$ cat config.mk
export PLATFORM = sky130hd
export DESIGN_NAME = cache_evict_buffer_flat
export DESIGN_NICKNAME = d
export VERILOG_FILES = /design/src/rtl/cache_evict_buffer_if.sv /design/src/rtl/cache_evict_buffer.sv /design/src/flat_wrapper.sv
export SDC_FILE = /design/constraint.sdc
export NUM_CORES = 1
export LEC_CHECK = 0
export ABC_CLOCK_PERIOD_IN_PS = 19500
export CAP_MARGIN = 20
export CORE_MARGIN = 2
export CORE_UTILIZATION = 35
export DETAILED_ROUTE_END_ITERATION = 8
export SYNTH_ARGS = -nofsm -noshare
export SYNTH_HDL_FRONTEND = slang
export SYNTH_SLANG_ARGS = --single-unit
export TNS_END_PERCENT = 100
$ cat constraint.sdc
create_clock -name clk -period 19.5 [get_ports clk]
set_clock_uncertainty 0.15 [all_clocks]
set_input_delay 4.875 -clock clk [delete_from_list [all_inputs] [get_ports clk]]
set_output_delay 4.875 -clock clk [all_outputs]
set_load 0.01 [all_outputs]
$ cat src/rtl/cache_evict_buffer_if.sv
// Handshake bundle for cache_evict_buffer: cache-side victim capture, write-beat bus and refill snoop.
// The buffer uses the slave modport; the cache/bus environment uses master.
interface cache_evict_buffer_if #(
    parameter int unsigned NUMWAYS = 4,
    parameter int unsigned SETLEN  = 9,
    parameter int unsigned TAGLEN  = 20,
    parameter int unsigned LINELEN = 256,
    parameter int unsigned BEATLEN = 64
);
    localparam int unsigned OFFSETLEN = $clog2(LINELEN / 8);
    localparam int unsigned PALEN     = TAGLEN + SETLEN + OFFSETLEN;

    logic                     EvictReq;
    logic [NUMWAYS-1:0]       VictimWay;
    logic [NUMWAYS-1:0]       DirtyWay;
    logic [TAGLEN-1:0]        VictimTag;
    logic [SETLEN-1:0]        VictimSet;
    logic [LINELEN-1:0]       VictimLine;
    logic                     EvictAccept;
    logic [NUMWAYS-1:0]       ClearDirty;
    logic                     BufEmpty;

    logic                     BusValid;
    logic                     BusReady;
    logic [PALEN-1:0]         BusAdr;
    logic [BEATLEN-1:0]       BusData;
    logic                     BusLast;

    logic [TAGLEN+SETLEN-1:0] SnoopAdr;
    logic                     SnoopHit;

    modport master (
        output EvictReq, VictimWay, DirtyWay, VictimTag, VictimSet, VictimLine,
        input  EvictAccept, ClearDirty, BufEmpty,
        input  BusValid, BusAdr, BusData, BusLast,
        output BusReady,
        output SnoopAdr,
        input  SnoopHit
    );

    modport slave (
        input  EvictReq, VictimWay, DirtyWay, VictimTag, VictimSet, VictimLine,
        output EvictAccept, ClearDirty, BufEmpty,
        output BusValid, BusAdr, BusData, BusLast,
        input  BusReady,
        input  SnoopAdr,
        output SnoopHit
    );
endinterface

$ cat src/rtl/cache_evict_buffer.sv
// Dirty-victim eviction FIFO: captures dirty victim lines and drains them as write beats.
// Optional feature macro EVICTBUF_SNOOP_EN adds {tag,set} snoop comparators on held entries.
module cache_evict_buffer #(
    parameter int unsigned NUMWAYS = 4,
    parameter int unsigned SETLEN  = 9,
    parameter int unsigned TAGLEN  = 20,
    parameter int unsigned LINELEN = 256,
    parameter int unsigned BEATLEN = 64,
    parameter int unsigned DEPTH   = 2
) (
    input logic                 clk,
    input logic                 reset_n,
    cache_evict_buffer_if.slave evb
);
    localparam int unsigned OFFSETLEN = $clog2(LINELEN / 8);
    localparam int unsigned BEATS     = LINELEN / BEATLEN;
    localparam int unsigned PALEN     = TAGLEN + SETLEN + OFFSETLEN;
    localparam int unsigned BeatBytes = BEATLEN / 8;
    localparam int unsigned BeatW     = (BEATS > 1) ? $clog2(BEATS) : 1;
    localparam int unsigned PtrW      = (DEPTH > 1) ? $clog2(DEPTH) : 1;
    localparam int unsigned CntW      = $clog2(DEPTH + 1);

    typedef enum logic [0:0] {StIdle, StSend} state_e;

    state_e            state_q, state_d;
    logic [BeatW-1:0]  beat_q, beat_d;
    logic [CntW-1:0]   count_q, count_d;
    logic [PtrW-1:0]   wr_ptr_q, wr_ptr_d;
    logic [PtrW-1:0]   rd_ptr_q, rd_ptr_d;

    logic [TAGLEN-1:0]               tag_mem  [DEPTH];
    logic [SETLEN-1:0]               set_mem  [DEPTH];
    logic [BEATS-1:0][BEATLEN-1:0]   line_mem [DEPTH];

    logic dirty;
    logic full;
    logic push;
    logic pop;
    logic last_beat;
    logic send;

    function automatic logic [PtrW-1:0] ptr_inc(input logic [PtrW-1:0] p);
        return (p == PtrW'(DEPTH - 1)) ? '0 : p + 1'b1;
    endfunction

    // Capture side: full comes from the registered count, so a same-cycle pop never unblocks a push.
    assign dirty = |(evb.VictimWay & evb.DirtyWay);
    assign full  = (count_q == CntW'(DEPTH));
    assign push  = evb.EvictReq & dirty & ~full;

    assign evb.EvictAccept = evb.EvictReq & (~dirty | ~full);
    assign evb.ClearDirty  = push ? evb.VictimWay : '0;
    assign evb.BufEmpty    = (count_q == '0);

    always_ff @(posedge clk) begin
        if (push) begin
            tag_mem[wr_ptr_q]  <= evb.VictimTag;
            set_mem[wr_ptr_q]  <= evb.VictimSet;
            line_mem[wr_ptr_q] <= evb.VictimLine;
        end
    end

    assign last_beat = (beat_q == BeatW'(BEATS - 1));

    always_comb begin
        state_d = state_q;
        beat_d  = beat_q;
        pop     = 1'b0;
        send    = 1'b0;
        unique case (state_q)
            StIdle: begin
                if (count_q != '0) begin
                    state_d = StSend;
                    beat_d  = '0;
                end
            end
            StSend: begin
                send = 1'b1;
                if (evb.BusReady) begin
                    if (last_beat) begin
                        pop    = 1'b1;
                        beat_d = '0;
                        // Another line is waiting if the popped head was not alone or one arrives now.
                        state_d = ((count_q > CntW'(1)) || push) ? StSend : StIdle;
                    end else begin
                        beat_d = beat_q + 1'b1;
                    end
                end
            end
            default: state_d = StIdle;
        endcase
    end

    always_comb begin
        count_d  = count_q;
        wr_ptr_d = wr_ptr_q;
        rd_ptr_d = rd_ptr_q;
        if (push) begin
            wr_ptr_d = ptr_inc(wr_ptr_q);
        end
        if (pop) begin
            rd_ptr_d = ptr_inc(rd_ptr_q);
        end
        if (push && !pop) begin
            count_d = count_q + 1'b1;
        end else if (pop && !push) begin
            count_d = count_q - 1'b1;
        end
    end

    always_ff @(posedge clk or negedge reset_n) begin
        if (!reset_n) begin
            state_q  <= StIdle;
            beat_q   <= '0;
            count_q  <= '0;
            wr_ptr_q <= '0;
            rd_ptr_q <= '0;
        end else begin
            state_q  <= state_d;
            beat_q   <= beat_d;
            count_q  <= count_d;
            wr_ptr_q <= wr_ptr_d;
            rd_ptr_q <= rd_ptr_d;
        end
    end

    assign evb.BusValid = send;
    assign evb.BusLast  = send & last_beat;
    assign evb.BusAdr   = {tag_mem[rd_ptr_q], set_mem[rd_ptr_q], {OFFSETLEN{1'b0}}}
                        + PALEN'(beat_q) * PALEN'(BeatBytes);
    assign evb.BusData  = line_mem[rd_ptr_q][beat_q];

`ifdef EVICTBUF_SNOOP_EN
    // Per-slot occupancy; a slot becomes visible to snoop only after its push edge.
    logic [DEPTH-1:0] held_q;
    logic             snoop_hit;

    always_ff @(posedge clk or negedge reset_n) begin
        if (!reset_n) begin
            held_q <= '0;
        end else begin
            if (pop) begin
                held_q[rd_ptr_q] <= 1'b0;
            end
            if (push) begin
                held_q[wr_ptr_q] <= 1'b1;
            end
        end
    end

    always_comb begin
        snoop_hit = 1'b0;
        for (int i = 0; i < DEPTH; i++) begin
            if (held_q[i] && ({tag_mem[i], set_mem[i]} == evb.SnoopAdr)) begin
                snoop_hit = 1'b1;
            end
        end
    end

    assign evb.SnoopHit = snoop_hit;
`else
    logic unused_snoop;
    assign unused_snoop = ^evb.SnoopAdr;
    assign evb.SnoopHit = 1'b0;
`endif

    a_stall_stable: assert property (@(posedge clk) disable iff (!reset_n)
        (evb.BusValid && !evb.BusReady) |=>
        (evb.BusValid && $stable(evb.BusAdr) && $stable(evb.BusData) && $stable(evb.BusLast)));

    a_count_bound: assert property (@(posedge clk) disable iff (!reset_n)
        count_q <= CntW'(DEPTH));

    a_clear_onehot: assert property (@(posedge clk) disable iff (!reset_n)
        $onehot0(evb.ClearDirty));

endmodule

$ cat src/flat_wrapper.sv
// flat-port wrapper written by rule: the top's interface ports become plain ports
module cache_evict_buffer_flat 
#(
    parameter int unsigned NUMWAYS = 4,
    parameter int unsigned SETLEN  = 9,
    parameter int unsigned TAGLEN  = 20,
    parameter int unsigned LINELEN = 256,
    parameter int unsigned BEATLEN = 64,
    parameter int unsigned DEPTH   = 2
)
  (clk, reset_n, evb_EvictReq, evb_VictimWay, evb_DirtyWay, evb_VictimTag, evb_VictimSet, evb_VictimLine, evb_EvictAccept, evb_ClearDirty, evb_BufEmpty, evb_BusValid, evb_BusAdr, evb_BusData, evb_BusLast, evb_BusReady, evb_SnoopAdr, evb_SnoopHit);
  cache_evict_buffer_if #(.NUMWAYS(NUMWAYS), .SETLEN(SETLEN), .TAGLEN(TAGLEN), .LINELEN(LINELEN), .BEATLEN(BEATLEN)) evb_i ();
  input logic clk;
  input logic reset_n;
  input wire logic [$bits(evb_i.EvictReq)-1:0] evb_EvictReq;
  input wire logic [$bits(evb_i.VictimWay)-1:0] evb_VictimWay;
  input wire logic [$bits(evb_i.DirtyWay)-1:0] evb_DirtyWay;
  input wire logic [$bits(evb_i.VictimTag)-1:0] evb_VictimTag;
  input wire logic [$bits(evb_i.VictimSet)-1:0] evb_VictimSet;
  input wire logic [$bits(evb_i.VictimLine)-1:0] evb_VictimLine;
  output wire logic [$bits(evb_i.EvictAccept)-1:0] evb_EvictAccept;
  output wire logic [$bits(evb_i.ClearDirty)-1:0] evb_ClearDirty;
  output wire logic [$bits(evb_i.BufEmpty)-1:0] evb_BufEmpty;
  output wire logic [$bits(evb_i.BusValid)-1:0] evb_BusValid;
  output wire logic [$bits(evb_i.BusAdr)-1:0] evb_BusAdr;
  output wire logic [$bits(evb_i.BusData)-1:0] evb_BusData;
  output wire logic [$bits(evb_i.BusLast)-1:0] evb_BusLast;
  input wire logic [$bits(evb_i.BusReady)-1:0] evb_BusReady;
  input wire logic [$bits(evb_i.SnoopAdr)-1:0] evb_SnoopAdr;
  output wire logic [$bits(evb_i.SnoopHit)-1:0] evb_SnoopHit;
  assign evb_i.EvictReq = evb_EvictReq;
  assign evb_i.VictimWay = evb_VictimWay;
  assign evb_i.DirtyWay = evb_DirtyWay;
  assign evb_i.VictimTag = evb_VictimTag;
  assign evb_i.VictimSet = evb_VictimSet;
  assign evb_i.VictimLine = evb_VictimLine;
  assign evb_EvictAccept = evb_i.EvictAccept;
  assign evb_ClearDirty = evb_i.ClearDirty;
  assign evb_BufEmpty = evb_i.BufEmpty;
  assign evb_BusValid = evb_i.BusValid;
  assign evb_BusAdr = evb_i.BusAdr;
  assign evb_BusData = evb_i.BusData;
  assign evb_BusLast = evb_i.BusLast;
  assign evb_i.BusReady = evb_BusReady;
  assign evb_i.SnoopAdr = evb_SnoopAdr;
  assign evb_SnoopHit = evb_i.SnoopHit;
  cache_evict_buffer #(.NUMWAYS(NUMWAYS), .SETLEN(SETLEN), .TAGLEN(TAGLEN), .LINELEN(LINELEN), .BEATLEN(BEATLEN), .DEPTH(DEPTH)) u_core (.clk(clk), .reset_n(reset_n), .evb(evb_i));
endmodule
# Yosys cells after proc, flatten, opt, wreduce, memory -nomap -nowiden
# Memories as Yosys holds them, arrays and structs flattened.
# Cells that the tools add are included.
# W data, S select, Z words.
dict set report word_totals {
  wordCells 61
  mem_count 3
  ramBits 570
  in_bits 326
  regBits 7
  out_inout_bits 107
}
dict set report classes {
  n_reduce_logical 10
  n_eq_ne 4
  n_lt_le_gt_ge 2
  n_mux 22
  addsub 6
  bitwise_logic 9
}
# memory depth word_bits rd rd_clocked_by_memory_dff write_ports line_no
set memory_table {}
lappend memory_table {u_core.line_mem 2 256 1 0 1 cache_evict_buffer.sv:33} ;# logic [BEATS-1:0][BEATLEN-1:0] line_mem [DEPTH];
lappend memory_table {u_core.tag_mem 2 20 1 0 1 cache_evict_buffer.sv:31} ;# logic [TAGLEN-1:0] tag_mem [DEPTH];
lappend memory_table {u_core.set_mem 2 9 1 0 1 cache_evict_buffer.sv:32} ;# logic [SETLEN-1:0] set_mem [DEPTH];
# cell count
set op_table {}
lappend op_table {{$bmux W64 S2} 1}
lappend op_table {{$mux W64} 1}
lappend op_table {{$add A34 B5 Y34} 1}
lappend op_table {{$mux W1} 12}
lappend op_table {{$mux W2} 5}
lappend op_table {{$add A2 B1 Y2 const B} 2}
lappend op_table {{$and A1 B1 Y1} 4}
lappend op_table {{$and A4 B4 Y4} 1}
lappend op_table {{$eq A2 B2 Y1 const B} 2}
lappend op_table {{$mux W4} 1}
lappend op_table {{$pmux W2 S2} 1}
lappend op_table {{$reduce_bool A2 Y1} 2}
lappend op_table {{$reduce_or A4 Y1} 1}
lappend op_table {{$lt A2 B3 Y1 const B} 1}
lappend op_table {{$not A1 Y1} 3}
lappend op_table {{$add A1 B1 Y1 const B} 2}
lappend op_table {{$gt A2 B1 Y1 const B} 1}
lappend op_table {{$logic_and A1 B1 Y1} 2}
lappend op_table {{$logic_not A1 Y1} 2}
lappend op_table {{$logic_not A2 Y1} 1}
lappend op_table {{$ne A2 B1 Y1 const B} 1}
lappend op_table {{$ne A2 B2 Y1 const B} 1}
lappend op_table {{$pmux W1 S2} 1}
lappend op_table {{$reduce_and A2 Y1} 1}
lappend op_table {{3 further kinds} 3}

# Longest topological paths before layout
# Gate-level depths: netlist of the first run.
dict set report depth {
  ltp_word 9
  depth_mapped 7
  mapped_depth_nobuf 7
}

# Least setup slack after synthesis of the first run
# Ideal clock, no wire load.
dict set report synth_timing {
  path_kind {input-to-reg}
  start {input port evb_VictimWay[2]}
  end {memory u_core.line_mem[0][0] in the netlist's numbering (enable)}
  n_path_buf 0
  setup_ns 0.971
  required_time_ns 18.379
  arrival_ns 17.893
  path_slack_ns 0.486
  path_stages 3
  cell_sequence {a22oi_1 > a21oi_1 > nor2b_1}
}
dict set report synth_between {
  elab_chain_len 6
}
# element line_no
set synth_lines {}
lappend synth_lines {{from (decl)} flat_wrapper.sv:16} ;# input wire logic [$bits(evb_i.VictimWay)-1:0] evb_VictimWay;
lappend synth_lines {{$and A4 B4 Y4} cache_evict_buffer.sv:47} ;# assign dirty = |(evb.VictimWay & evb.DirtyWay);
lappend synth_lines {{$reduce_or A4 Y1} cache_evict_buffer.sv:47}
lappend synth_lines {{$and A1 B1 Y1 (2 in series)} cache_evict_buffer.sv:49} ;# assign push = evb.EvictReq & dirty & ~full;
lappend synth_lines {{$mux W1} cache_evict_buffer.sv:56} ;# if (push) begin
lappend synth_lines {{$mux W1 (implied by the code)} cache_evict_buffer.sv:59} ;# line_mem[wr_ptr_q] <= evb.VictimLine;
lappend synth_lines {{to (decl)} cache_evict_buffer.sv:33}
# No other way between the ends.

# Final worst setup path of the first run
dict set report layout_timing {
  start {input port evb_VictimWay[3]}
  end {output port evb_ClearDirty[1]}
}
dict set report layout_between {
  elab_chain_len 5
}
# element line_no
set layout_lines {}
lappend layout_lines {{$and A4 B4 Y4} cache_evict_buffer.sv:47}
lappend layout_lines {{$reduce_or A4 Y1} cache_evict_buffer.sv:47}
lappend layout_lines {{$and A1 B1 Y1 (2 in series)} cache_evict_buffer.sv:49}
lappend layout_lines {{$mux W4} cache_evict_buffer.sv:52} ;# assign evb.ClearDirty = push ? evb.VictimWay : '0;
lappend layout_lines {{to (decl)} flat_wrapper.sv:22} ;# output wire logic [$bits(evb_i.ClearDirty)-1:0] evb_ClearDirty;
# No other way between the ends.

==> flow_metrics.tcl, run 1 <==
set metrics [dict create \
    outcome "finished, final reports clean" \
    synth_cell_types 26 \
    design_area_um2 28700 \
    fin_nets 1644 \
    post-route-util_pct 46.5 \
    mostFrequentLayoutCell "edfxtp_1" \
    dpl.cell_count 2088 \
    tritoncts "done" \
    initial_core_util_pct 35.3 \
    die-area_um2 64100 \
    hold_path.class "reg -> reg" \
    seq_area_frac_synth_pct 79.5 \
    portBuffers 399 \
    max_stage_delay_ns 0.58 \
    p_switching_mw 1.10 \
    swShare_pct 26.8 \
    combPwrFrac_pct 30.3 \
    ys_seq_elements 577 \
    cp.arrival_ns 6.80 \
    wl_per_cell_um 21.4 \
    clockPowerShare_pct 28.1 \
    root_buffer "clkbuf_16" \
    cts_setup_buffers 0 \
    insertion_delay_ns 0.61 \
    syn_area_per_cell_um2 24.8 \
    synth-compound-area-share_pct 0.305 \
    path_clk_slew_ns 0.06 \
    htree_levels 2 \
    final_cells 2203 \
    grt_max_degree 65 \
    period_share_pct 60.6 \
    dieWidth_um 253 \
    start_kind "input pin" \
    power_density_nw_per_um2 143 \
    cts_resized 0 \
    synth_area_leaders "edfxtp_1 (79%), mux4_2 (13%), mux2_2 (4.8%)" \
    p_int_mw 2.99 \
    period_needed_ns 11.82 \
    numCtsBuffers 60 \
    rsz0062_at_grt "false" \
    synthesis.area_um2 21700 \
    ir_drop_uv 75.3 \
    syn_inst 877 \
    synth_top_cell_by_area "edfxtp_1" \
    wirelength_um 47200 \
    via_count 10286 \
    antenna_found_initial 14 \
    grt_overflow 0 \
    cp-end-kind "primary output" \
    crit_path_top_delay_cell "a21oi_1" \
    viasPerCell 4.67 \
    drtPass1Iterations 4 \
    tns_ns 0 \
    layout_common_cells "edfxtp_1 (570), clkdlybuf4s50_1 (399), mux4_2 (128)" \
    seq_power_share_pct 41.6 \
    layout-drive-gt1-share_pct 23.8 \
    clockBufferDepth 3 \
    core_area_um2 61600 \
    power_leakage_nw 9.22 \
    hpwl_um 30400 \
    yosysTopAreaCellShare_pct 78.7 \
    required_ns 14.48 \
    grt_first_pass_wirelength_um 69500 \
    nFillCells 5155 \
    grt_pass1_vias 11504 \
    synth_mux_area_share_pct 18.1 \
    fmaxAchievable_mhz 84.6 \
    synth_xor_area_share_pct 0.161 \
    io_pins 433 \
    maxSlewViolCount 0 \
    cts.sinks 577 \
    yosysWarnings 0 \
    drtIter0Drc 592 \
    slew_headroom_pct 34.8 \
    syn2layout_area_growth_pct 31.8 \
    holdBufCountCts 0 \
    dpl-instance-area_um2 26700 \
    drv_cap 0 \
    drc_errors 0 \
    reg2reg_slack_ns 15.15 \
    rows 91 \
    synth_top_family_by_area "multiplexers" \
    crit_type "in -> out" \
    worstPathCellList "clkdlybuf4s50_1 -> a22oi_1 -> a21oi_1 -> and2_1 -> clkdlybuf4s50_1" \
    synth-simple-area-share_pct 0.351 \
    worstMarginPinSlew_ns 0.978 \
    die_h_um 253 \
    ant_nets 0 \
    holdWs_ns 0.364 \
    cpMostUsedCell "clkdlybuf4s50_1" \
    setup_violations 0 \
    hold_viol_final 0 \
    worstPathMaxFanout 9 \
    gp_congestion 0.719 \
    synth_fa_ha_area_share_pct 0.288 \
    grt.total_usage_pct 14.5 \
]
==> registers in the layout (all words and copies together) (netlist names) <==
register / count
u_core.wr_ptr_q: 1
u_core.rd_ptr_q: 1
u_core.beat_q: 2
u_core.line_mem: 512
u_core.tag_mem: 40
u_core.count_q: 2
u_core.set_mem: 18
u_core.state_q: 1
==> through the flow <==
step | power, mW | setup slack [ns]
after global placement | 2.99 | 7.69
after detailed placement | 3.01 | 7.67
after floorplan | 2.54 | 0.486
final | 4.09 | 7.68
after CTS | 4.18 | 7.66
after global routing | 4.30 | 7.53
==> routing by layer <==
| layer | track usage [%] | up-vias | wire length, um |
|---|---|---|---|
| met5 | 0 | - | 125 |
| met4 | 4.75 | 18 | 1250 |
| met3 | 5.38 | 95 | 3910 |
| met2 | 25.3 | 295 | 24300 |
| met1 | 16.5 | 5269 | 17500 |
| li1 | - | 4609 | - |
==> logic make-up (layout without fill, tap and decap cells) <==
group / count (synthesis) / in the layout
other: 1 / 8
muxes: 221 / 221
AOI/OAI and AO/OA: 9 / 9
xor gates and xnor gates: 4 / 4
buffers and inverters: 46 / 528
adders and majority gates: 5 / 5
and+or+nand+nor: 14 / 14
DFF: 577 / 577
==> worst paths after layout <==
| path | start | endpoint | depth (start not counted) |
|---|---|---|---|
| max | evb_VictimWay[3] | evb_ClearDirty[1] | 5 |
| min | u_core.count_q[1]$_DFFE_PN0P_ | u_core.count_q[1]$_DFFE_PN0P_ | 2 |
| max reg2reg | u_core.count_q[0]$_DFFE_PN0P_ | u_core.line_mem[1][230]$_DFFE_PP_ | 7 |
| min reg2reg | u_core.count_q[1]$_DFFE_PN0P_ | u_core.count_q[1]$_DFFE_PN0P_ | 2 |
| max in group asynchronous | reset_n | u_core.beat_q[0]$_DFFE_PN0P_ | 1 |
| min in group asynchronous | reset_n | u_core.count_q[1]$_DFFE_PN0P_ | 1 |
==> critical path: cells and delay by family <==
family / cells / cell delay [ns]
AOI/OAI and AO/OA: 2 / 0.67
buffers and inverters: 2 / 1.03
and+or+nand+nor: 1 / 0.23
==> area by class of cell <==
class	instances	area, um^2	area share, %
sequential	577	17300	60.4
inverter	3	11.3	0.0393
antenna	4	10.0	0.0349
timing repair buffer	414	4110	14.3
clock inverter	40	419	1.46
multi-input combinational	257	4200	14.6
clock buffer	71	1560	5.46
tap	837	1050	3.65
==> Yosys cell counts (all sizes together) <==
cell type / n
nand2: 2
ha: 5
conb: 1
mux2: 93
a32o: 2
buf: 28
clkbuf: 15
nor2: 2
dfrtp: 7
o31a: 1
xor2: 2
inv: 3
nand3: 1
xnor2: 2
edfxtp: 570
a22oi: 2
o21ai: 2
a21boi: 1
nand2b: 2
and2: 6
nor2b: 1
a21oi: 1
mux4: 128
==> power by group through the flow <==
stage | sequential, mW | clock [mW] | combinational (mW)
final | 1.70 | 1.15 | 1.24
after global routing | 1.73 | 1.23 | 1.34
after CTS | 1.71 | 1.19 | 1.28
after detailed placement | 1.74 | 0 | 1.27
after global placement | 1.72 | 0 | 1.27
after floorplan | 1.76 | 0 | 0.786
Note: power is estimated with default switching activity, not from simulation.
==> run 2, diff against run 1 <==
ABC_CLOCK_PERIOD_IN_PS = 11610   (was 19500)
clock period = 11.61 ns   (was 19.5 ns; I/O delays follow)
==> run 2 against run 1 <==
Effect of this change:
- hold slack worse by 0.0056 ns
- wire length is 3.4% lower
- global-route usage shrank 0.52 points
- sequential share of layout area increased by 0.10 points
- flip-flop and latch count did not move
- via count is 0.16% lower
- final cell count is 0.27% lower
- register-to-register slack worse by 7.5 ns
- utilization fell by 0.079 points
- die area unchanged
- non-clock buffer count decreased by 5
- critical path type unchanged
- largest power group unchanged
- highest routed layer unchanged
==> flow_metrics.tcl, run 2 (synthesis gave the netlist of run 1 again) <==
set metrics [dict create \
    place_ws_ns 3.71 \
    drtPass1Iterations 7 \
    p_total_mw 6.81 \
    hold_depth 1 \
    hold_path.class "reg -> reg" \
    regMostFlops "u_core.line_mem" \
    cts_setup_buffers 0 \
    io_pins 433 \
    rows 91 \
    drc_errors 0 \
    tns_ns 0 \
    tritoncts "done" \
    cp-startpoint "evb_VictimWay[2]" \
    cts.sinks 577 \
    required_ns 8.56 \
    fin_nets 1640 \
    worstMarginPinSlew_ns 1.14 \
    via_count 10270 \
    reg_top3 "u_core.line_mem: 512 flops, u_core.tag_mem: 40 flops, u_core.set_mem: 18 flops" \
    maxSlewViolCount 0 \
    layout-drive-gt1-share_pct 23.6 \
    start_kind "input pin" \
    clockBufferDepth 3 \
    rsz0062_at_grt "false" \
    wl_per_cell_um 20.7 \
    grt.total_usage_pct 14.0 \
    worstPathCellList "clkdlybuf4s50_1 -> a22oi_1 -> a21oi_1 -> and2_1 -> clkdlybuf4s50_1" \
    hold_start "u_core.count_q[0]$_DFFE_PN0P_" \
    setup_violations 0 \
    crit_buf_inv 2 \
    crit_type "in -> out" \
    cp.arrival_ns 4.82 \
    rr_startpoint "u_core.count_q[0]$_DFFE_PN0P_" \
    grt_overflow 0 \
    ant_nets 0 \
    hpwl_um 28500 \
    syn2layout_area_growth_pct 31.6 \
    insertion_delay_ns 0.59 \
    critPathTopFamily "buffers and inverters" \
    reg2reg_slack_ns 7.70 \
    htree_levels 2 \
    mostFrequentLayoutCell "edfxtp_1" \
    power_leakage_nw 9.18 \
    wirelength_um 45600 \
    gp_congestion 0.699 \
    grt_first_pass_wirelength_um 67800 \
    die_h_um 253 \
    path_clk_slew_ns 0.06 \
    fmaxAchievable_mhz 127 \
    worstPathMaxFanout 9 \
    power_density_nw_per_um2 238 \
    max_stage_delay_ns 0.57 \
    hold_viol_final 0 \
    slew_headroom_pct 24.2 \
    cts_resized 0 \
    r2r_cells 7 \
    antenna_found_initial 7 \
    portBuffers 399 \
    setup_ws_ns 3.74 \
    drv_cap 0 \
    nFillCells 5176 \
    r2r-end "u_core.line_mem[0][219]$_DFFE_PP_" \
    numCtsBuffers 61 \
    cpMostUsedCell "clkdlybuf4s50_1" \
    core_area_um2 61600 \
    die-area_um2 64100 \
    min_to "u_core.count_q[0]$_DFFE_PN0P_" \
    period_needed_ns 7.87 \
    grt_pass1_vias 11378 \
    root_buffer "clkbuf_16" \
    dieWidth_um 253 \
    ir_drop_uv 122 \
    holdBufCountCts 0 \
    drtIter0Drc 532 \
    grt_max_degree 153 \
    cp-end-kind "primary output" \
    period_share_pct 67.8 \
    holdWs_ns 0.359 \
    largest_reg_flops 512 \
    layout_common_cells "edfxtp_1 (570), clkdlybuf4s50_1 (399), mux4_2 (128)" \
    viasPerCell 4.67 \
    outcome "finished, final reports clean" \
    initial_core_util_pct 35.3 \
    crit_path_top_delay_cell "a21oi_1" \
    post-route-util_pct 46.4 \
]
==> run 2: per-stage QoR <==
stage	instance area, um^2	cells
floorplan	21800	880
finish	28600	2197
global route	28600	2196
CTS	28600	2194
detailed placement	26700	2083
global placement	26700	2083
==> run 2: area by class of cell <==
| class | instances | area, um^2 | share of cell area, % |
|---|---|---|---|
| Multi-Input combinational cell | 257 | 4200 | 14.7 |
| Antenna cell | 3 | 7.51 | 0.0262 |
| Timing Repair Buffer | 409 | 4110 | 14.4 |
| Clock buffer | 78 | 1640 | 5.74 |
| Sequential cell | 577 | 17300 | 60.5 |
| Clock inverter | 33 | 294 | 1.03 |
| Tap cell | 837 | 1050 | 3.66 |
| Inverter | 3 | 11.3 | 0.0394 |
==> run 2: worst max-delay path by stage <==
stage	to	slack [ns]	cells past startpoint
after floorplan	u_core.line_mem[0][0]$_DFFE_PP_	0.08	3
after global placement	evb_ClearDirty[1]	3.73	5
after detailed placement	evb_ClearDirty[3]	3.71	5
after CTS	evb_ClearDirty[3]	3.70	5
after global routing	evb_ClearDirty[0]	3.57	5
final	evb_ClearDirty[1]	3.74	5
==> run 2: worst reg2reg max path, delay by kind of cell, from the launching register on <==
kind,cells,cell delay (ns)
AO/OA/AOI/OAI,1,0.54
adder cells (fa/ha/maj),1,0.21
buffers and inverters,3,1.72
flip-flops,1,0.38
AND/OR/NAND/NOR,2,0.44
==> run 2: metal layers <==
layer | vias up | track usage [%] | wire length [um]
met5 | - | 0 | 53
met4 | 8 | 4.11 | 903
met3 | 74 | 5.02 | 3460
met2 | 258 | 24.5 | 23900
met1 | 5316 | 16.1 | 17300
li1 | 4614 | - | -
==> run 2: report_power, final <==
part	internal (mW)	switching [mW]
combinational	1.18	0.907
clock	1.10	0.770
sequential	2.71	0.147
